`src/rtl/uart_pkg.sv`:
```
// Shared types and helpers for the UART transmitter with a transmit FIFO.
package uart_pkg;

    // Parity modes, encoded to match the PARITY parameter values.
    typedef enum logic [1:0] {
        PAR_NONE = 2'd0,
        PAR_EVEN = 2'd1,
        PAR_ODD  = 2'd2
    } parity_e;

    // Transmit FSM states; PARITY is skipped when parity is disabled.
    typedef enum logic [2:0] {
        IDLE,
        START,
        DATA,
        PARITY,
        STOP
    } tx_state_e;

    // Clock cycles per serial bit (integer division, truncating).
    function automatic int baud_div(input int clk_rate, input int baud);
        return clk_rate / baud;
    endfunction

endpackage

```
`src/rtl/uart_sync_fifo.sv`:
```
// Single-clock FIFO. A push while full and a pop while empty are ignored.
// The head word is always visible on rdata.
module uart_sync_fifo
    import uart_pkg::*;
#(
    parameter int WIDTH = 8,
    parameter int DEPTH = 4
) (
    input  logic                     clk,
    input  logic                     rst,
    input  logic                     push,
    input  logic                     pop,
    input  logic [WIDTH-1:0]         wdata,
    output logic [WIDTH-1:0]         rdata,
    output logic                     full,
    output logic                     empty,
    output logic [$clog2(DEPTH):0]   level
);

    localparam int PTR_W = $clog2(DEPTH);
    localparam int LVL_W = PTR_W + 1;

    if (DEPTH < 2 || (DEPTH & (DEPTH - 1)) != 0) begin : g_bad_depth
        $error("uart_sync_fifo: DEPTH must be a power of two and at least 2");
    end

    logic [WIDTH-1:0] mem_q [DEPTH];
    logic [PTR_W-1:0] wr_ptr_q, wr_ptr_d;
    logic [PTR_W-1:0] rd_ptr_q, rd_ptr_d;
    logic [LVL_W-1:0] level_q, level_d;
    logic             do_push;
    logic             do_pop;

    assign full    = (level_q == LVL_W'(DEPTH));
    assign empty   = (level_q == '0);
    assign level   = level_q;
    assign rdata   = mem_q[rd_ptr_q];
    assign do_push = push && !full;
    assign do_pop  = pop && !empty;

    // Advance pointers and occupancy; a simultaneous push and pop keeps the level.
    always_comb begin
        wr_ptr_d = wr_ptr_q;
        rd_ptr_d = rd_ptr_q;
        level_d  = level_q;
        if (do_push) begin
            wr_ptr_d = wr_ptr_q + PTR_W'(1);
        end
        if (do_pop) begin
            rd_ptr_d = rd_ptr_q + PTR_W'(1);
        end
        case ({do_push, do_pop})
            2'b10:   level_d = level_q + LVL_W'(1);
            2'b01:   level_d = level_q - LVL_W'(1);
            default: level_d = level_q;
        endcase
    end

    // Pointer and occupancy registers, cleared by the active-low async reset.
    always_ff @(posedge clk or negedge rst) begin
        if (!rst) begin
            wr_ptr_q <= '0;
            rd_ptr_q <= '0;
            level_q  <= '0;
        end else begin
            wr_ptr_q <= wr_ptr_d;
            rd_ptr_q <= rd_ptr_d;
            level_q  <= level_d;
        end
    end

    // Storage array; contents are only meaningful between the pointers, so no reset.
    always_ff @(posedge clk) begin
        if (do_push) begin
            mem_q[wr_ptr_q] <= wdata;
        end
    end

endmodule

```
`src/rtl/uart_tx_fifo.sv`:
```
// Parametrised UART transmitter fed by a small FIFO. Frames are sent LSB
// first; a word waiting at the end of the last stop bit starts the next
// frame immediately with no idle gap.
module uart_tx_fifo
    import uart_pkg::*;
#(
    parameter int CLK_RATE   = 1_000_000,
    parameter int BAUD       = 9600,
    parameter int DATA_BITS  = 8,
    parameter int PARITY     = 0,
    parameter int STOP_BITS  = 1,
    parameter int FIFO_DEPTH = 4
) (
    input  logic                          clk,
    input  logic                          rst,
    input  logic                          tx_valid,
    input  logic [DATA_BITS-1:0]          tx_data,
    output logic                          tx_ready,
    output logic                          tx_drop,
    output logic [$clog2(FIFO_DEPTH):0]   fifo_level,
    output logic                          tx_busy,
    output logic                          tx_out
);

    localparam int BAUD_DIV = baud_div(CLK_RATE, BAUD);
    localparam int CNT_W    = (BAUD_DIV > 1) ? $clog2(BAUD_DIV) : 1;
    localparam int BIT_W    = $clog2(DATA_BITS + 1);

    localparam logic [CNT_W-1:0] CNT_LAST   = CNT_W'(BAUD_DIV - 1);
    localparam logic [BIT_W-1:0] DATA_LAST  = BIT_W'(DATA_BITS - 1);
    localparam logic [BIT_W-1:0] STOP_LAST  = BIT_W'(STOP_BITS - 1);
    localparam bit               HAS_PARITY = (PARITY != int'(PAR_NONE));
    localparam bit               ODD_PARITY = (PARITY == int'(PAR_ODD));

    if (BAUD_DIV < 2) begin : g_bad_baud
        $error("uart_tx_fifo: CLK_RATE/BAUD must be at least 2");
    end
    if (DATA_BITS < 5 || DATA_BITS > 9) begin : g_bad_data_bits
        $error("uart_tx_fifo: DATA_BITS must be in 5..9");
    end
    if (PARITY < 0 || PARITY > 2) begin : g_bad_parity
        $error("uart_tx_fifo: PARITY must be 0 (none), 1 (even) or 2 (odd)");
    end
    if (STOP_BITS != 1 && STOP_BITS != 2) begin : g_bad_stop_bits
        $error("uart_tx_fifo: STOP_BITS must be 1 or 2");
    end

    tx_state_e            state_q, state_d;
    logic [CNT_W-1:0]     cnt_q, cnt_d;
    logic [BIT_W-1:0]     bit_q, bit_d;
    logic [DATA_BITS-1:0] shift_q, shift_d;
    logic                 par_q, par_d;
    logic                 tx_out_q, tx_out_d;
    logic                 drop_q, drop_d;

    logic                 fifo_pop;
    logic                 fifo_full;
    logic                 fifo_empty;
    logic [DATA_BITS-1:0] fifo_rdata;
    logic                 bit_end;

    uart_sync_fifo #(
        .WIDTH (DATA_BITS),
        .DEPTH (FIFO_DEPTH)
    ) u_fifo (
        .clk   (clk),
        .rst   (rst),
        .push  (tx_valid),
        .pop   (fifo_pop),
        .wdata (tx_data),
        .rdata (fifo_rdata),
        .full  (fifo_full),
        .empty (fifo_empty),
        .level (fifo_level)
    );

    assign bit_end  = (cnt_q == CNT_LAST);
    assign tx_ready = !fifo_full;
    assign tx_drop  = drop_q;
    assign tx_busy  = (state_q != IDLE) || !fifo_empty;
    assign tx_out   = tx_out_q;

    // Next-state logic: sequences start, data, optional parity and stop bits,
    // popping the FIFO head whenever a new frame begins.
    always_comb begin
        state_d  = state_q;
        cnt_d    = cnt_q;
        bit_d    = bit_q;
        shift_d  = shift_q;
        par_d    = par_q;
        tx_out_d = tx_out_q;
        fifo_pop = 1'b0;
        drop_d   = tx_valid && fifo_full;

        case (state_q)
            IDLE: begin
                tx_out_d = 1'b1;
                if (!fifo_empty) begin
                    fifo_pop = 1'b1;
                    shift_d  = fifo_rdata;
                    par_d    = ODD_PARITY ? ~(^fifo_rdata) : ^fifo_rdata;
                    tx_out_d = 1'b0;
                    cnt_d    = '0;
                    state_d  = START;
                end
            end
            START: begin
                if (bit_end) begin
                    cnt_d    = '0;
                    bit_d    = '0;
                    tx_out_d = shift_q[0];
                    shift_d  = shift_q >> 1;
                    state_d  = DATA;
                end else begin
                    cnt_d = cnt_q + CNT_W'(1);
                end
            end
            DATA: begin
                if (bit_end) begin
                    cnt_d = '0;
                    if (bit_q == DATA_LAST) begin
                        bit_d = '0;
                        if (HAS_PARITY) begin
                            tx_out_d = par_q;
                            state_d  = uart_pkg::PARITY;
                        end else begin
                            tx_out_d = 1'b1;
                            state_d  = STOP;
                        end
                    end else begin
                        bit_d    = bit_q + BIT_W'(1);
                        tx_out_d = shift_q[0];
                        shift_d  = shift_q >> 1;
                    end
                end else begin
                    cnt_d = cnt_q + CNT_W'(1);
                end
            end
            uart_pkg::PARITY: begin
                if (bit_end) begin
                    cnt_d    = '0;
                    bit_d    = '0;
                    tx_out_d = 1'b1;
                    state_d  = STOP;
                end else begin
                    cnt_d = cnt_q + CNT_W'(1);
                end
            end
            STOP: begin
                if (bit_end) begin
                    cnt_d = '0;
                    if (bit_q == STOP_LAST) begin
                        bit_d = '0;
                        if (!fifo_empty) begin
                            fifo_pop = 1'b1;
                            shift_d  = fifo_rdata;
                            par_d    = ODD_PARITY ? ~(^fifo_rdata) : ^fifo_rdata;
                            tx_out_d = 1'b0;
                            state_d  = START;
                        end else begin
                            tx_out_d = 1'b1;
                            state_d  = IDLE;
                        end
                    end else begin
                        bit_d = bit_q + BIT_W'(1);
                    end
                end else begin
                    cnt_d = cnt_q + CNT_W'(1);
                end
            end
            default: begin
                tx_out_d = 1'b1;
                state_d  = IDLE;
            end
        endcase
    end

    // FSM, counters, shift register and registered line/drop outputs.
    always_ff @(posedge clk or negedge rst) begin
        if (!rst) begin
            state_q  <= IDLE;
            cnt_q    <= '0;
            bit_q    <= '0;
            shift_q  <= '0;
            par_q    <= 1'b0;
            tx_out_q <= 1'b1;
            drop_q   <= 1'b0;
        end else begin
            state_q  <= state_d;
            cnt_q    <= cnt_d;
            bit_q    <= bit_d;
            shift_q  <= shift_d;
            par_q    <= par_d;
            tx_out_q <= tx_out_d;
            drop_q   <= drop_d;
        end
    end

endmodule
```
`config.mk`:
```
export PLATFORM = sky130hd
export DESIGN_NAME = uart_tx_fifo
export DESIGN_NICKNAME = d
export VERILOG_FILES = /design/src/rtl/uart_pkg.sv /design/src/rtl/uart_sync_fifo.sv /design/src/rtl/uart_tx_fifo.sv
export SDC_FILE = /design/constraint.sdc
export NUM_CORES = 1
export LEC_CHECK = 0
export BUFFER_PORTS_ARGS = -buffer_cell sky130_fd_sc_hd__buf_2
export CELL_PAD_IN_SITES_DETAIL_PLACEMENT = 2
export CELL_PAD_IN_SITES_GLOBAL_PLACEMENT = 2
export CORE_MARGIN = 2
export CORE_UTILIZATION = 30
export CTS_BUF_LIST = sky130_fd_sc_hd__clkbuf_4
export DETAILED_ROUTE_END_ITERATION = 16
export PLACE_DENSITY_LB_ADDON = 0.1
export SYNTH_ARGS = -nofsm -noshare
export SYNTH_HDL_FRONTEND = slang
export SYNTH_SLANG_ARGS = --single-unit
```
`constraint.sdc`:
```
create_clock -name clk -period 5.2 [get_ports clk]
set_clock_uncertainty 0.05 [all_clocks]
set_input_delay 0.78 -clock clk [delete_from_list [all_inputs] [get_ports clk]]
set_output_delay 0.78 -clock clk [all_outputs]
set_load 0.01 [all_outputs]
```
# Yosys cells after proc, flatten, opt, wreduce, memory -nomap -nowiden
# Memory sizes are Yosys's and may differ from the RTL's.
# Cells that the tools add are included.
[classes]
addsub = 6
n_eq_ne = 18
muxes = 40
reduce_logical = 21
[op_table]
columns = ["cell", "n"]
rows = [
  ["8-bit two-way mux", 6],
  ["8-bit case mux with 4 select lines", 1],
  ["3-bit two-way mux", 7],
  ["4-bit two-way mux", 5],
  ["2-bit != test (second input constant)", 8],
  ["3-bit case mux with 5 select lines", 1],
  ["7-bit two-way mux", 2],
  ["7-bit case mux with 2 select lines", 1],
  ["1-bit two-way mux", 13],
  ["4-bit case mux with 3 select lines", 1],
  ["7-bit by 1-bit adder with 7-bit output (second input constant)", 1],
  ["7-bit equality test (second input constant)", 1],
  ["7-bit AND reduction", 1],
  ["3-bit by 2-bit equality test with 1-bit output (second input constant)", 2],
  ["3-bit equality test (second input constant)", 2],
  ["3-bit logical NOT", 2],
  ["3-bit case mux with 2 select lines", 1],
  ["6-bit AND reduction", 1],
  ["3-bit nonzero test", 2],
  ["1-bit case mux with 5 select lines", 1],
  ["5-bit AND reduction", 1],
  ["2-bit by 1-bit adder with 2-bit output (second input constant)", 2],
  ["4-bit by 1-bit adder with 4-bit output (second input constant)", 1],
  ["4-bit by 3-bit equality test with 1-bit output (second input constant)", 1],
  ["other kinds (17)", 21],
]
[word_totals]
ff_bits = 31
mem_bits_rw = 32
in_bits = 11
out_inout_bits = 7
elab_cells = 95
memories = 1
[mem_list]
columns = ["memory", "depth", "width", "read_ports", "rd_ports_with_merged_regs", "write_ports", "line_no", "text"]
rows = [
  ["u_fifo.mem_q", 4, 8, 1, 0, 1, "uart_sync_fifo.sv:27", "logic [WIDTH-1:0] mem_q [DEPTH];"],
]

# Longest topological paths before layout
# Gate-level depths: netlist of the first run.
[logic_depth]
ltp_word = 8
depth_mapped = 11
mapped_depth_nobuf = 11

# By module
# From an unflattened synthesis of the first run, not the netlist that was laid out.
[unflattened]
hier_cells = 206
area_unflattened_um2 = 2956.6
[by_module_without_submodules]
columns = ["module", "n_inst", "cells_per_inst", "area_each_um2", "seq_area_each_um2"]
rows = [
  ["uart_sync_fifo", 1, 79, 1592.8, 1136.1],
  ["uart_tx_fifo", 1, 127, 1363.8, 601.8],
]

# Least setup slack after synthesis of the first run
# OpenSTA, ideal clock, no wires.
[synth_timing]
kind = "register to register"
start = "register bit_q[0]"
end = "register u_fifo.level_q[1] (netlist: u_fifo.level[1])"
setup_time_ps = 125
arrival_time_ps = 2461
t_required_ps = 5025
setup_slack_ps = 2564
stages_incl_launch_ff = 10
n_path_buf = 0
period_less_slack_ps = 2636
cell_sequence = "dfrtp_1 -> inv_1 -> ha_1 -> or3b_4 -> or3_4 -> a21o_1 -> clkinv_2 -> ha_1 -> fa_1 -> mux2_2"
[synth_via]
elab_chain_len = 7
elab_cells_between_ends = 9
classes_between = "2 x eq/ne; 4 x mux; 3 x reduce/logical"
[synth_rtl]
columns = ["element", "line_no", "text"]
rows = [
  ["start: declaration", "uart_tx_fifo.sv:50", "logic [BIT_W-1:0] bit_q, bit_d;"],
  ["start signal: assignment", "uart_tx_fifo.sv:191", "bit_q <= bit_d;"],
  ["4-bit logical NOT *", "uart_tx_fifo.sv:152", "if (bit_q == STOP_LAST) begin"],
  ["1-bit two-way mux *", "uart_tx_fifo.sv:152", ""],
  ["1-bit two-way mux *", "uart_tx_fifo.sv:150", "if (bit_end) begin"],
  ["1-bit case mux with 2 select lines *", "uart_tx_fifo.sv:95", "case (state_q)"],
  ["1-bit logical AND *", "uart_sync_fifo.sv:39", "assign do_pop = pop && !empty;"],
  ["via u_fifo.do_pop", "uart_sync_fifo.sv:32", "logic do_pop;"],
  ["2-bit by 1-bit equality test with 1-bit output / 2-bit equality test (equally long branches)", "uart_sync_fifo.sv:52", "case ({do_push, do_pop})"],
  ["3-bit case mux with 2 select lines *", "uart_sync_fifo.sv:52", ""],
  ["via u_fifo.level_d[1]", "uart_sync_fifo.sv:30", "logic [LVL_W-1:0] level_q, level_d;"],
  ["end signal: assignment", "uart_sync_fifo.sv:68", "level_q <= level_d;"],
  ["end: declaration", "uart_sync_fifo.sv:30", ""],
]
# Mark *: on every way through the listed nets, which the timed path passes. The rest lies on a longest branch.
# A chain may end at the register's enable or synchronous reset.

# Final worst setup path of the first run
# Ends and elaborated chain as after synthesis.

==> results of run 1 <==
[layout make-up]
cell class / instances / area [sq um] / area share [%]
Clock inverter: 5 / 26.28 / 0.8089
Sequential cell: 63 / 1738 / 53.51
Multi-Input combinational cell: 148 / 1115 / 34.32
Inverter: 9 / 35.03 / 1.079
Clock buffer: 11 / 82.58 / 2.542
Tap cell: 133 / 166.4 / 5.123
Timing Repair Buffer: 17 / 85.08 / 2.619
[per-layer routing]
layer / up-vias / GRT usage (%)
li1: 858 / -
met1: 910 / 19.80
met2: 28 / 20.21
met3: 10 / 3.661
met4: 0 / 6.073
met5: - / 0
[per-stage QoR]
step | total power, uW | cell area (sq um)
floorplan | 1104 | 2925
global placement | 1238 | 3139
detailed placement | 1257 | 3139
CTS | 1550 | 3248
global route | 1645 | 3248
finish | 1516 | 3248
[final timing paths]
| kind | to | cells after the start | startpoint |
|---|---|---|---|
| worst max-delay path | u_fifo.level[1] | 9 | bit_q[0] |
| worst min-delay path | state_q[2] | 1 | rst |
| worst max register to register | u_fifo.level[1] | 9 | bit_q[0] |
| worst min register to register | shift_q[6] | 1 | shift_q[6] |
| max in group asynchronous | u_fifo.level[2] | 1 | rst |
| min in group clk | shift_q[6] | 1 | shift_q[6] |
[cell usage in the layout, fill, tap and decap left out, types with 2 or more instances in the layout]
| master | count |
|---|---|
| inv_1 | 8 |
| xor2_1 | 3 |
| nor2b_1 | 2 |
| nand2b_1 | 4 |
| a22o_1 | 2 |
| nor2_1 | 8 |
| ha_1 | 8 |
| mux2_2 | 9 |
| xnor2_2 | 2 |
| xnor2_1 | 4 |
| dfrtp_1 | 30 |
| nand3_1 | 8 |
| buf_2 | 17 |
| a21oi_1 | 2 |
| edfxtp_1 | 32 |
| o211ai_1 | 2 |
| o21ai_0 | 18 |
| mux4_2 | 8 |
| clkbuf_4 | 11 |
| and3_1 | 7 |
| o31ai_1 | 2 |
| clkinv_2 | 4 |
| nand2_1 | 37 |
[power groups by stage]
stage | clock (uW) | combinational [uW] | sequential (uW)
2_1_floorplan | 0 | 363 | 741
3_3_place_gp | 0 | 436 | 802
3_5_place_dp | 0 | 450 | 807
4_1_cts | 303 | 451 | 797
5_1_grt | 328 | 499 | 818
6_report | 288 | 438 | 790
[cells by family (layout without fill, tap and decap cells)]
group | Yosys count | after routing | synth area share, %
multiplexers | 19 | 19 | 10.35
AND/OR/NAND/NOR | 79 | 79 | 13.69
XOR/XNOR | 9 | 9 | 3.208
buffers and inverters | 15 | 42 | 2.481
AO/OA/AOI/OAI | 32 | 32 | 6.758
flip-flops | 63 | 63 | 59.41
adder cells (fa/ha/maj) | 9 | 9 | 4.106
[worst reg2reg max path: cells and delay by family, from the launching register on]
| kind | cells | cell delay [ps] |
|---|---|---|
| mux | 1 | 260 |
| buf+inv | 2 | 140 |
| simple gates | 2 | 810 |
| flops | 1 | 440 |
| fa+ha+maj | 3 | 750 |
| compound gates | 1 | 230 |
[registers in the layout, summed over array words and instances (netlist names), 2 cells and up]
signal / count
cnt_q: 7
u_fifo.wr_ptr_q: 2
state_q: 3
shift_q: 8
u_fifo.rd_ptr_q: 2
u_fifo.level: 3
bit_q: 4
u_fifo.mem_q: 32
==> results.json, run 1 <==
{
  "crit_arrival_ps": 3030,
  "met3_length_um": 190,
  "post-route-period-util_pct": 53.15,
  "place_worst_setup_slack_ps": 2422,
  "swShare_pct": 34.62,
  "synth_sequential_area_ratio_pct": 59.41,
  "tightestPinTransition_ps": 763.4,
  "place_inst": 370,
  "antenna_found_initial": 0,
  "syn-num-nets": 246,
  "ys_top_cells_by_area": "edfxtp_1 (33%), dfrtp_1 (26%), mux4_2 (6.2%)",
  "crit_chain": "inv_1 > ha_1 > or3b_4 > or3_4 > a21o_1 > clkinv_2 > ha_1 > fa_1 > mux2_2",
  "cts_sinks": 63,
  "end_kind": "flop",
  "critPathBufInv": 2,
  "worst_slack_ps": 2436,
  "start_kind": "flop",
  "drcViolationCount": 0,
  "clock_path_buffers": 2,
  "syn_inst": 226,
  "grt_max_degree": 32,
  "drt_iter0_markers": 80,
  "die_y_um": 102.7,
  "path_common_cell": "ha_1",
  "root_buffer": "clkbuf_4",
  "hpwlAfterDp_um": 4517,
  "cp_data_required_time_ps": 5470,
  "grt_overflow": 0,
  "min_path_type": "input pin to asynchronous set/reset pin",
  "cts_setup_buffers": 0,
  "yosys_warnings": 0,
  "core_sq_um": 9639,
  "wirelength_met1_um": 3251,
  "track_usage_pct": 13.96,
  "critPathKind": "flop to flop",
  "power_frac_clock_pct": 19.0,
  "synth.cell_area_sq_um": 2925,
  "synth_top_area_share_pct": 32.85,
  "drt_first_pass_iters": 4,
  "finalSetupTns_ps": 0,
  "die-area_sq_um": 10560,
  "portBuffers": 17,
  "routed_wl_um": 6461,
  "power_frac_seq_pct": 52.1,
  "drv_cap": 0,
  "routed.top_layer": "met4",
  "ant_nets": 0,
  "routedWlPerCell_um": 16.74,
  "cts_buffers": 9,
  "critPathMaxStageDelay_ps": 440,
  "slew_headroom_pct": 49.11,
  "p_comb_share_pct": 28.9,
  "grt_pass1_vias": 1997,
  "slew_viol_final": 0,
  "via_per_inst": 4.679,
  "die_w_um": 102.7,
  "clkTransAtPathRegs_ps": 110,
  "nFillCells": 1036,
  "fmax_mhz": 361.8,
  "ctsHoldBuffers": 0,
  "ir_worst_vdd_mv": 0.1632,
  "finalHoldViolCount": 0,
  "yosysMostFrequentCell": "nand2_1",
  "synth_common_cells": "nand2_1 (37), edfxtp_1 (32), dfrtp_1 (30)",
  "powerDensity_nw_per_um2": 466.8,
  "r2r_slack_ps": 2440,
  "layout-drive-gt1-share_pct": 24.11,
  "diodes": 0,
  "final-setup-viol-count": 0,
  "synth-async-reset-ratio_pct": 49.21,
  "h-tree-depth": 3,
  "fin_hold_ws_ps": 373.6,
  "outcome": "finished clean",
  "rows": 36,
  "syn-mean-instance-area_sq_um": 12.94,
  "start_util_pct": 30.35,
  "crit_fanout": 5,
  "rsz0062_at_grt": "false",
  "critPathTopFamily": "simple AND/OR/NAND/NOR gates",
  "clock_latency_ps": 420,
  "wl_met2_um": 2901,
  "ys.flop_type": "edfxtp_1",
  "gp_congestion": 0.7008,
  "pin_count": 18,
  "grt_pass1_wl_um": 10730,
  "power.internal_uw": 991.3,
  "cts_tree": "done",
  "period_needed_ps": 2764,
  "synth_edf_count": 32,
  "vias": 1806,
  "synthDistinctLibCells": 46,
  "cts-resized-gates": 0,
  "power.leakage_uw": 0.001301,
  "power.net_switching_uw": 524.9,
  "synth_seq_cells": 63,
  "yosysTopAreaCell": "edfxtp_1",
  "cpMaxStageDelayCell": "dfrtp_1",
  "final_core_util_pct": 33.70,
  "nets": 268,
  "areaGrowthSynthToFinish_pct": 11.04,
  "fin_cells": 386
}
Power figures use the tool's default switching activity.
==> run 2: changes to the inputs <==
==> constraint.sdc (replaced) <==
create_clock -name clk -period 2.6 [get_ports clk]
set_clock_uncertainty 0.05 [all_clocks]
set_input_delay 0.39 -clock clk [delete_from_list [all_inputs] [get_ports clk]]
set_output_delay 0.39 -clock clk [all_outputs]
set_load 0.01 [all_outputs]
==> run 2 against run 1 <==
Compared with the run above: the run now ends with hold timing left; via count grew 2.8%; sequential power rose by 92%; die area unchanged; cell count is 3.4% higher; sequential cell count unchanged; first-iteration DRC count is 23% lower; largest cell class unchanged.
==> results.json, run 2 (synthesis gave the netlist of run 1 again) <==
{
  "place_worst_setup_slack_ps": 5.137,
  "die_y_um": 102.7,
  "final-setup-viol-count": 0,
  "slew_headroom_pct": 49.16,
  "hpwlAfterDp_um": 4684,
  "die-area_sq_um": 10560,
  "seq_area_sq_um": 1738,
  "areaGrowthSynthToFinish_pct": 15.06,
  "ctsHoldBuffers": 0,
  "place_inst": 382,
  "grt-busiest-layer": "met2",
  "powerDensity_nw_per_um2": 927.1,
  "ir_worst_vdd_mv": 0.4044,
  "cts_tree": "done",
  "multiInputGateArea_sq_um": 1131,
  "final_cell_mix": "nand2_1 (37), edfxtp_1 (32), dfrtp_1 (30)",
  "drt_first_pass_iters": 4,
  "pin_count": 18,
  "critPathTopFamily": "simple AND/OR/NAND/NOR gates",
  "core_sq_um": 9639,
  "routed_wl_um": 6545,
  "start_kind": "flop",
  "critPathKind": "flop to flop",
  "fin_cells": 399,
  "met1_usage_pct": 19.22,
  "largest_register_ff_count": 32,
  "cp_data_required_time_ps": 2840,
  "cpMaxStageDelayCell": "dfrtp_1",
  "gr-usage-met3_pct": 2.441,
  "h-tree-depth": 3,
  "clock_path_buffers": 2,
  "post-route-period-util_pct": 99.35,
  "r2r_cells": 9,
  "crit_chain": "inv_1 > ha_1 > or3b_4 > or3_4 > a21o_1 > clkinv_2 > ha_4 > fa_1 > mux2_4",
  "ant_nets": 0,
  "crit_fanout": 3,
  "grt_pass1_wl_um": 10770,
  "drv_cap": 0,
  "drt_iter0_markers": 62,
  "min_path_type": "input pin to asynchronous set/reset pin",
  "rsz0062_at_grt": "true",
  "top_register": "u_fifo.mem_q",
  "crit_arrival_ps": 2820,
  "cts_buffers": 9,
  "period_needed_ps": 2583,
  "worst_r2r_endpoint": "u_fifo.level[1]",
  "final_core_util_pct": 34.92,
  "tightestPinTransition_ps": 762.6,
  "layout-drive-gt1-share_pct": 28.20,
  "clkTransAtPathRegs_ps": 120,
  "crit_path_start": "bit_q[0]",
  "die_w_um": 102.7,
  "crit_cells": 9,
  "r2r_slack_ps": 20,
  "gp_congestion": 0.7326,
  "nets": 281,
  "endpoint": "u_fifo.level[1]",
  "nFillCells": 1055,
  "end_kind": "flop",
  "root_buffer": "clkbuf_4",
  "portBuffers": 17,
  "grt_overflow": 0,
  "start_util_pct": 30.35,
  "use_met2_pct": 21.32,
  "worst_slack_ps": 17.02,
  "critPathBufInv": 2,
  "rows": 36,
  "finalHoldViolCount": 5,
  "vias": 1856,
  "routedWlPerCell_um": 16.40,
  "violations": "hold timing",
  "reg2reg_from": "bit_q[0]",
  "fin_hold_ws_ps": -11.43,
  "diodes": 0,
  "power.leakage_uw": 0.001366,
  "outcome": "finished with violations",
  "drcViolationCount": 0,
  "via_per_inst": 4.652,
  "cts_sinks": 63,
  "slew_viol_final": 0,
  "top_regs": "u_fifo.mem_q x32, shift_q x8, cnt_q x7",
  "grt_max_degree": 32,
  "grt_pass1_vias": 2064,
  "critPathMaxStageDelay_ps": 400,
  "clock_latency_ps": 400,
  "fmax_mhz": 387.2,
  "track_usage_pct": 13.79,
  "final_common_cell": "nand2_1",
  "antenna_found_initial": 0
}
## run 2: where the power goes
part,total (uW),switching (uW),internal (uW),leakage (uW)
sequential,1520,195,1330,0.000686
combinational,1020,497,520,0.000620
clock,580,378,202,0.0000598
## run 2: layout make-up
| class | instances | area share, % |
|---|---|---|
| tap | 133 | 4.944 |
| clock inverter | 6 | 1.115 |
| timing repair buffer | 30 | 5.428 |
| inverter | 9 | 1.041 |
| sequential | 63 | 51.64 |
| multi-input combinational | 148 | 33.61 |
| clock buffer | 10 | 2.230 |
## run 2: worst min path at each step
stage	start	to	slack, ps	cells after the start
after detailed placement	shift_q[6]	shift_q[6]	430	1
after global routing	rst	shift_q[6]	40	1
after global placement	shift_q[6]	shift_q[6]	420	1
after floorplan	rst	bit_q[0]	40	0
final	rst	shift_q[6]	-10	1
after CTS	rst	shift_q[3]	9	1
## run 2: per-layer routing
layer  wire length [um]  vias up  share of wire, %
met4                108        0               1.7
li1                   -      881                 -
met2               3039       19                46
met5                  0        -                 0
met3                138       10               2.1
met1               3259      946                50
## run 2: per-stage QoR
step	area (sq um)	hold slack [ps]	TNS [ps]	total power [uW]
6_report	3366	-11.43	0	3121
2_1_floorplan	2938	44.41	0	2217
4_1_cts	3362	9.376	0	3175
3_5_place_dp	3242	432.9	0	2572
5_1_grt	3366	37.61	-69.58	3365
3_3_place_gp	3242	424.0	0	2533
## run 2: repair_timing
item | 4_1_cts | 5_1_grt
gates resized for setup | 0 | 1
setup endpoints to repair | 1 | 1
pin swaps | 1 | 0
setup buffers | 1 | 0
